### config.mk
export PLATFORM = sky130hd
export DESIGN_NAME = mem_responder_flat
export DESIGN_NICKNAME = d
export VERILOG_FILES = /design/src/rtl/mem_responder_pkg.sv /design/src/rtl/mem_responder_if.sv /design/src/rtl/mem_responder_lane_align.sv /design/src/rtl/mem_responder.sv /design/src/flat_wrapper.sv
export SDC_FILE = /design/constraint.sdc
export NUM_CORES = 2
export LEC_CHECK = 0
export BUFFER_PORTS_ARGS = -buffer_cell sky130_fd_sc_hd__buf_4
export CORE_AREA = 4 4 528 530
export DETAILED_ROUTE_END_ITERATION = 8
export DIE_AREA = 0 0 532 534
export SETUP_SLACK_MARGIN = 0.2
export SYNTH_ARGS = -nofsm -noshare
export SYNTH_HDL_FRONTEND = slang
export SYNTH_SLANG_ARGS = --single-unit
### constraint.sdc
create_clock -name clk -period 3.5 [get_ports clk]
set_input_delay 0.525 -clock clk [delete_from_list [all_inputs] [get_ports clk]]
set_output_delay 0.525 -clock clk [all_outputs]
set_load 0.05 [all_outputs]
### src/rtl/mem_responder_pkg.sv
// Shared encodings for the data-memory responder: funct3 size/sign codes,
// FSM states and a helper that classifies illegal funct3 values.
package mem_responder_pkg;

  localparam logic [2:0] F3_B  = 3'b000;
  localparam logic [2:0] F3_H  = 3'b001;
  localparam logic [2:0] F3_W  = 3'b010;
  localparam logic [2:0] F3_BU = 3'b100;
  localparam logic [2:0] F3_HU = 3'b101;

  typedef enum logic [1:0] {
    IDLE = 2'b00,
    WAIT = 2'b01,
    RESP = 2'b10
  } state_t;

  // Loads accept B/H/W/BU/HU; stores accept only B/H/W.
  function automatic logic f3_illegal(input logic write, input logic [2:0] funct3);
    if (write) begin
      return (funct3 > F3_W);
    end
    return (funct3 == 3'b011) || (funct3[2:1] == 2'b11);
  endfunction

endpackage

### src/rtl/mem_responder_if.sv
// Load/store request/response bundle between the core datapath (master)
// and the data-memory responder (slave).
interface mem_responder_if;
  logic        req_valid;
  logic        req_ready;
  logic        req_write;
  logic [2:0]  req_funct3;
  logic [31:0] req_addr;
  logic [31:0] req_wdata;
  logic        resp_valid;
  logic [31:0] resp_rdata;
  logic        resp_err;

  modport master (
    output req_valid, req_write, req_funct3, req_addr, req_wdata,
    input  req_ready, resp_valid, resp_rdata, resp_err
  );

  modport slave (
    input  req_valid, req_write, req_funct3, req_addr, req_wdata,
    output req_ready, resp_valid, resp_rdata, resp_err
  );
endinterface

### src/rtl/mem_responder_lane_align.sv
// mem_lane_align: combinational lane steering for the data-memory responder.
// Produces store byte enables and replicated write data, extracts and
// extends load lanes, and flags illegal or misaligned accesses.
// Build option: MEM_ALIGN_CHECK_EN -- when defined, misaligned half/word
// accesses are reported as errors; otherwise the address is forced aligned.
module mem_lane_align
  import mem_responder_pkg::*;
(
  input  logic        write,
  input  logic [2:0]  funct3,
  input  logic [1:0]  addr,
  input  logic [31:0] wdata,
  input  logic [31:0] rword,
  output logic [3:0]  be,
  output logic [31:0] wdata_lane,
  output logic [31:0] rdata,
  output logic        err
);

  logic        illegal;
  logic        misaligned;
  logic [1:0]  off;
  logic [31:0] shifted;

  // Classify the access, pick the byte offset, then steer lanes.
  always_comb begin
    illegal    = f3_illegal(write, funct3);
    misaligned = 1'b0;
    off        = addr;
`ifdef MEM_ALIGN_CHECK_EN
    misaligned = ((funct3[1:0] == 2'b01) && addr[0]) ||
                 ((funct3[1:0] == 2'b10) && (addr != 2'b00));
`else
    if (funct3[1:0] == 2'b01) begin
      off = {addr[1], 1'b0};
    end else if (funct3[1:0] == 2'b10) begin
      off = 2'b00;
    end
`endif
    err     = illegal | misaligned;
    shifted = rword >> {off, 3'b000};

    be         = 4'b0000;
    wdata_lane = 32'h0;
    rdata      = 32'h0;
    case (funct3)
      F3_B: begin
        rdata      = {{24{shifted[7]}}, shifted[7:0]};
        be         = 4'b0001 << off;
        wdata_lane = {4{wdata[7:0]}};
      end
      F3_H: begin
        rdata      = {{16{shifted[15]}}, shifted[15:0]};
        be         = 4'b0011 << off;
        wdata_lane = {2{wdata[15:0]}};
      end
      F3_W: begin
        rdata      = shifted;
        be         = 4'b1111;
        wdata_lane = wdata;
      end
      F3_BU: rdata = {24'h0, shifted[7:0]};
      F3_HU: rdata = {16'h0, shifted[15:0]};
      default: begin
        rdata = 32'h0;
      end
    endcase

    // Errors neither write nor return data; loads never write, stores return 0.
    if (err || !write) begin
      be = 4'b0000;
    end
    if (err || write) begin
      rdata = 32'h0;
    end
  end

endmodule

### src/rtl/mem_responder.sv
// mem_responder: multi-cycle data-memory slave. Accepts one load/store at a
// time, waits WAIT_CYCLES cycles, performs the access on a byte-lane array
// and returns a one-cycle response pulse.
// Build option: MEM_ALIGN_CHECK_EN (see mem_lane_align) selects error
// reporting versus forced alignment for misaligned accesses.
module mem_responder
  import mem_responder_pkg::*;
#(
  parameter int ADDR_W      = 8,
  parameter int WAIT_CYCLES = 2
) (
  input  logic            clk,
  input  logic            reset,
  mem_responder_if.slave  bus
);

  localparam int DEPTH = 2 ** (ADDR_W - 2);
  localparam int CNT_W = (WAIT_CYCLES > 0) ? $clog2(WAIT_CYCLES + 1) : 1;

  state_t              state;
  logic [CNT_W-1:0]    cnt;
  logic                ready_reg;
  logic                resp_valid_reg;
  logic [31:0]         resp_rdata_reg;
  logic                resp_err_reg;
  logic                lat_write;
  logic [2:0]          lat_funct3;
  logic [ADDR_W-1:0]   lat_addr;
  logic [31:0]         lat_wdata;

  logic [ADDR_W-3:0]   word_idx;
  logic [31:0]         rword;
  logic [3:0]          be;
  logic [31:0]         wdata_lane;
  logic [31:0]         al_rdata;
  logic                al_err;
  logic                access;
  logic                mem_we;

  assign word_idx = lat_addr[ADDR_W-1:2];
  assign access   = (state == WAIT) && (cnt == '0);
  assign mem_we   = access && lat_write;

  mem_lane_align u_align (
    .write      (lat_write),
    .funct3     (lat_funct3),
    .addr       (lat_addr[1:0]),
    .wdata      (lat_wdata),
    .rword      (rword),
    .be         (be),
    .wdata_lane (wdata_lane),
    .rdata      (al_rdata),
    .err        (al_err)
  );

  // One byte-wide array per lane so partial stores need no read-modify-write.
  genvar gi;
  generate
    for (gi = 0; gi < 4; gi++) begin : g_lane
      logic [7:0] lane_mem [DEPTH];

      // Byte-lane write on the commit cycle; the array is never reset.
      always_ff @(posedge clk) begin
        if (mem_we && be[gi]) begin
          lane_mem[word_idx] <= wdata_lane[8*gi +: 8];
        end
      end

      assign rword[8*gi +: 8] = lane_mem[word_idx];
    end
  endgenerate

  // Request FSM: latch in IDLE, count wait states, commit and pulse response.
  always_ff @(posedge clk or negedge reset) begin
    if (!reset) begin
      state          <= IDLE;
      cnt            <= '0;
      ready_reg      <= 1'b1;
      resp_valid_reg <= 1'b0;
      resp_rdata_reg <= 32'h0;
      resp_err_reg   <= 1'b0;
      lat_write      <= 1'b0;
      lat_funct3     <= 3'b000;
      lat_addr       <= '0;
      lat_wdata      <= 32'h0;
    end else begin
      case (state)
        IDLE: begin
          if (bus.req_valid && ready_reg) begin
            lat_write  <= bus.req_write;
            lat_funct3 <= bus.req_funct3;
            lat_addr   <= bus.req_addr[ADDR_W-1:0];
            lat_wdata  <= bus.req_wdata;
            cnt        <= CNT_W'(WAIT_CYCLES);
            ready_reg  <= 1'b0;
            state      <= WAIT;
          end
        end
        WAIT: begin
          if (cnt != '0) begin
            cnt <= cnt - 1'b1;
          end else begin
            resp_rdata_reg <= al_rdata;
            resp_err_reg   <= al_err;
            resp_valid_reg <= 1'b1;
            state          <= RESP;
          end
        end
        RESP: begin
          resp_valid_reg <= 1'b0;
          ready_reg      <= 1'b1;
          state          <= IDLE;
        end
        default: begin
          resp_valid_reg <= 1'b0;
          ready_reg      <= 1'b1;
          state          <= IDLE;
        end
      endcase
    end
  end

  assign bus.req_ready  = ready_reg;
  assign bus.resp_valid = resp_valid_reg;
  assign bus.resp_rdata = resp_rdata_reg;
  assign bus.resp_err   = resp_err_reg;

endmodule

### src/flat_wrapper.sv
// flat-port wrapper written by rule: the top's interface ports become plain ports
module mem_responder_flat import mem_responder_pkg::*;
#(
  parameter int ADDR_W      = 8,
  parameter int WAIT_CYCLES = 2
)
  (clk, reset, bus_req_valid, bus_req_write, bus_req_funct3, bus_req_addr, bus_req_wdata, bus_req_ready, bus_resp_valid, bus_resp_rdata, bus_resp_err);
  mem_responder_if bus_i ();
  input  logic clk;
  input  logic reset;
  input wire logic [$bits(bus_i.req_valid)-1:0] bus_req_valid;
  input wire logic [$bits(bus_i.req_write)-1:0] bus_req_write;
  input wire logic [$bits(bus_i.req_funct3)-1:0] bus_req_funct3;
  input wire logic [$bits(bus_i.req_addr)-1:0] bus_req_addr;
  input wire logic [$bits(bus_i.req_wdata)-1:0] bus_req_wdata;
  output wire logic [$bits(bus_i.req_ready)-1:0] bus_req_ready;
  output wire logic [$bits(bus_i.resp_valid)-1:0] bus_resp_valid;
  output wire logic [$bits(bus_i.resp_rdata)-1:0] bus_resp_rdata;
  output wire logic [$bits(bus_i.resp_err)-1:0] bus_resp_err;
  assign bus_i.req_valid = bus_req_valid;
  assign bus_i.req_write = bus_req_write;
  assign bus_i.req_funct3 = bus_req_funct3;
  assign bus_i.req_addr = bus_req_addr;
  assign bus_i.req_wdata = bus_req_wdata;
  assign bus_req_ready = bus_i.req_ready;
  assign bus_resp_valid = bus_i.resp_valid;
  assign bus_resp_rdata = bus_i.resp_rdata;
  assign bus_resp_err = bus_i.resp_err;
  mem_responder #(.ADDR_W(ADDR_W), .WAIT_CYCLES(WAIT_CYCLES)) u_core (.clk(clk), .reset(reset), .bus(bus_i));
endmodule
==> flow_summary.ini <==
[logic_synthesis]
synthesis.nets = 4839
ys_ff_latch = 2131
async_flop_share_pct = 3.89
synthXorXnorAreaFrac_pct = 0
synthesis.area_mm2 = 0.0820
synthMuxAreaShare_pct = 5.41
avgSynthCellArea_um2 = 17.2
synth_edf_count = 2048
postSynthCellCount = 4767
yosys_warnings = 0
yosysUniqueCellTypes = 78
synth_compound_area_share_pct = 11.0
synth_seq_area_share_pct = 77.6
synth_adder_area_share_pct = 0.0153
synth_top_family_by_area = compound AO/OA/AOI/OAI gates
synth_ff_type = edfxtp_1
synth-simple-area-share_pct = 3.95

[placement]
gp_congestion = 0.907
place_ws_ns = -0.561
placed_area_mm2 = 0.0926
io_buffers = 81
dp.final_hpwl_um = 186000

[timing]
setup_viol = 0
post-route-worst-setup-slack_ns = 0.0700
whs_ns = 0.0276
fin_crit_ns = 3.43
tns_ns = 0
worst_pin_slew_ns = 1.18
fin_crit_sh_pct = 98.0
max_freq_mhz = 292
finClkSkew_ns = 0.0393
slew_violations = 0
rsz0062_at_grt = yes
worst_slew_margin_rel_pct = 20.7
hold_violations = 0

[route]
dr.pass1.iters = 8
vias = 52161
totalWireLength_um = 288000
met3_length_um = 35200
ant_nets = 0
top_layer_used = met5
dr_wl_met2_um = 129000
wl_per_cell_um = 30.9
vias_per_cell = 5.58
drt-initial-drc-count = 7941
post-route-drc-count = 0
drt-met1-wl_um = 108000

[critical_path]
start_kind = flip-flop
worstSetupPathType = reg2reg
crit_path_top_delay_cell = dfrtp_4
cp_slowest_stage_delay_ns = 0.56
worst_ep_arrival_time_ns = 4.14
cpMostUsedCell = buf_12
critPathRequiredTime_ns = 4.21
endpoint_kind = flip-flop
worst-path-buf-inv = 5
path_delay_family = compound AO/OA/AOI/OAI gates
crit_fanout = 12
path_cells = buf_4 > nand2b_1 > buf_12 > o22ai_1 > a221oi_1 > buf_4 > o22ai_1 > nor4_4 > a22oi_2 > buf_12 > a32oi_4 > buf_12 > o221ai_1

[layout]
area_growth_pct = 23.7
finalInstanceArea_mm2 = 0.101
seqCellArea_mm2 = 0.0636
largest_reg_flops = 2048
fillers = 25088
utilization_pct = 37.1
multi_input_area_mm2 = 0.0176
nNetsFinal = 5637
final_layout_size_suffix_gt1_share_pct = 26.7

[die]
start_util_pct = 30.0
die_area_mm2 = 0.284
die_x_um = 532
std_cell_rows = 192
io_pins = 106
core_area_mm2 = 0.273
die_h_um = 534

[cts]
htreeDepth = 4
cts_buffers = 206
root_buffer = clkbuf_16
cts_tree = done
insertion_delay_ns = 0.86
clkTransAtPathRegs_ns = 0.07
cts.sinks = 2131
ctsLongestPathBuffers = 3

[pwr]
vdd_drop_max_mv = 0.666
leakage_nw = 33.2
p_per_area_mw_per_mm2 = 903

[global_route]
grt_pass1_vias = 50056
grt_max_degree = 65
grt_usage_pct = 19.4
grt_pass1_wl_um = 396000
grt_antenna_before_repair = 9
grt-ovfl-total = 0

[flow_run]
max_cap_viol_count = 0

[hold_path]
min_path_type = in2reg

[status]
status = finished, final reports clean
## where the power goes
| group | switching [W] | internal [W] |
|---|---|---|
| sequential | 0.000544 | 0.0326 |
| combinational | 0.0237 | 0.0123 |
| clock | 0.00956 | 0.0129 |
## placed cells by master (no fill, tap or decap), types with 9 or more instances in the layout
cell | Yosys | layout
nand2_1 | 182 | 179
a22o_1 | 51 | 51
buf_4 | 28 | 733
a41oi_1 | 39 | 39
nor2_4 | 0 | 20
a31oi_1 | 59 | 56
a221oi_2 | 2 | 18
bufinv_16 | 0 | 26
dlygate4sd3_1 | 0 | 44
a22oi_2 | 1 | 12
buf_6 | 24 | 21
a22oi_1 | 447 | 436
a221o_1 | 36 | 36
clkbuf_16 | 0 | 214
o22ai_1 | 48 | 47
nand3_1 | 20 | 17
diode_2 | 0 | 14
a222oi_1 | 25 | 25
nor3_1 | 18 | 11
nand4_1 | 35 | 35
o221ai_1 | 15 | 11
and2_2 | 0 | 9
mux2_2 | 144 | 143
o21ai_0 | 59 | 54
o211ai_1 | 24 | 24
a221oi_1 | 148 | 132
buf_12 | 0 | 104
mux2i_1 | 158 | 157
clkinv_2 | 0 | 35
clkbuf_1 | 127 | 44
o2bb2ai_1 | 20 | 19
nor2_1 | 349 | 326
dfrtp_1 | 82 | 78
nand3b_1 | 13 | 13
a211oi_1 | 23 | 21
clkinv_1 | 0 | 44
mux4_2 | 51 | 51
edfxtp_1 | 2048 | 2048
a21oi_1 | 150 | 140
nand2b_1 | 24 | 22
## worst register-to-register path, delay by kind of cell, from the launching register on
kind                   cells  cell delay, ns
buffers and inverters      5            0.93
AO/OA/AOI/OAI              6            1.22
AND/OR/NAND/NOR            2            0.58
flip-flops                 1            0.56
## path summary, 6_finish.rpt
| check | startpoint | endpoint | slack, ns | depth (start not counted) |
|---|---|---|---|---|
| worst max register to register | u_core.lat_addr[3]$_DFFE_PN0P_ | u_core.bus.resp_rdata[10]$_DFFE_PN0P_ | 0.07 | 13 |
| worst min register to register | u_core.bus.resp_err$_DFFE_PN0P_ | u_core.bus.resp_err$_DFFE_PN0P_ | 0.50 | 2 |
| min in group asynchronous | reset | u_core.bus.resp_rdata[27]$_DFFE_PN0P_ | 0.33 | 2 |
| worst min-delay path | bus_req_addr[5] | u_core.lat_addr[5]$_DFFE_PN0P_ | 0.03 | 3 |
| max in group asynchronous | reset | u_core.lat_wdata[21]$_DFFE_PN0P_ | 2.32 | 3 |
| worst max-delay path | u_core.lat_addr[3]$_DFFE_PN0P_ | u_core.bus.resp_rdata[10]$_DFFE_PN0P_ | 0.07 | 13 |
## cell usage after synthesis, types with 28 or more instances
| cell | n | area (um2) |
|---|---|---|
| nand4_1 | 35 | 219 |
| a221o_1 | 36 | 360 |
| mux4_2 | 51 | 1150 |
| dfrtp_1 | 82 | 2050 |
| a41oi_1 | 39 | 342 |
| a21oi_1 | 150 | 751 |
| buf_4 | 28 | 210 |
| a221oi_1 | 148 | 1300 |
| a31oi_1 | 59 | 369 |
| edfxtp_1 | 2048 | 61500 |
| a22oi_1 | 447 | 3360 |
| mux2i_1 | 158 | 1580 |
| nand2_1 | 182 | 683 |
| nor2_1 | 349 | 1310 |
| o21ai_0 | 59 | 295 |
| buf_2 | 118 | 591 |
| o22ai_1 | 48 | 300 |
| a22o_1 | 51 | 447 |
| mux2_2 | 144 | 1620 |
| buf_1 | 40 | 150 |
| clkbuf_1 | 127 | 477 |
## metrics by stage
stage	cells	power, W
floorplan	4767	0.0482
global route	9328	0.0936
detailed placement	8841	0.0662
finish	9342	0.0916
CTS	9302	0.0899
global placement	8841	0.0658
## repair_timing
| item | 4_1_cts | 5_1_grt |
|---|---|---|
| gates cloned | 4 | 5 |
| gates resized for setup | 95 | 75 |
| setup endpoints to repair | 51 | 77 |
| hold buffers | 44 | 0 |
| setup buffers | 31 | 21 |
| pin swaps | 33 | 31 |
| hold endpoints to repair | 92 | 0 |
## logic make-up (layout without fill, tap and decap cells)
kind of cell             Yosys count  count (layout)
flip-flops                      2131            2131
AO/OA/AOI/OAI                   1207            1208
AND/OR/NAND/NOR                  722             722
multiplexers                     360             360
buffers and inverters            346            1317
adder cells (fa/ha/maj)            1               1
other                              0              14
## routing by layer
metal	up-vias	GRT usage [%]
li1	21135	-
met1	26835	25.1
met2	3460	29.4
met3	725	5.91
met4	6	10.0
met5	-	0
## area by class of cell
class / count / share of cell area, %
Tap cell: 3589 / 4.43
Multi-Input combinational cell: 2291 / 17.4
Inverter: 9 / 0.0382
Sequential cell: 2131 / 62.7
Antenna cell: 14 / 0.0345
Timing Repair Buffer: 926 / 8.71
Clock buffer: 258 / 5.38
Clock inverter: 124 / 1.34
No activity file was read; power rests on OpenSTA's default activity.
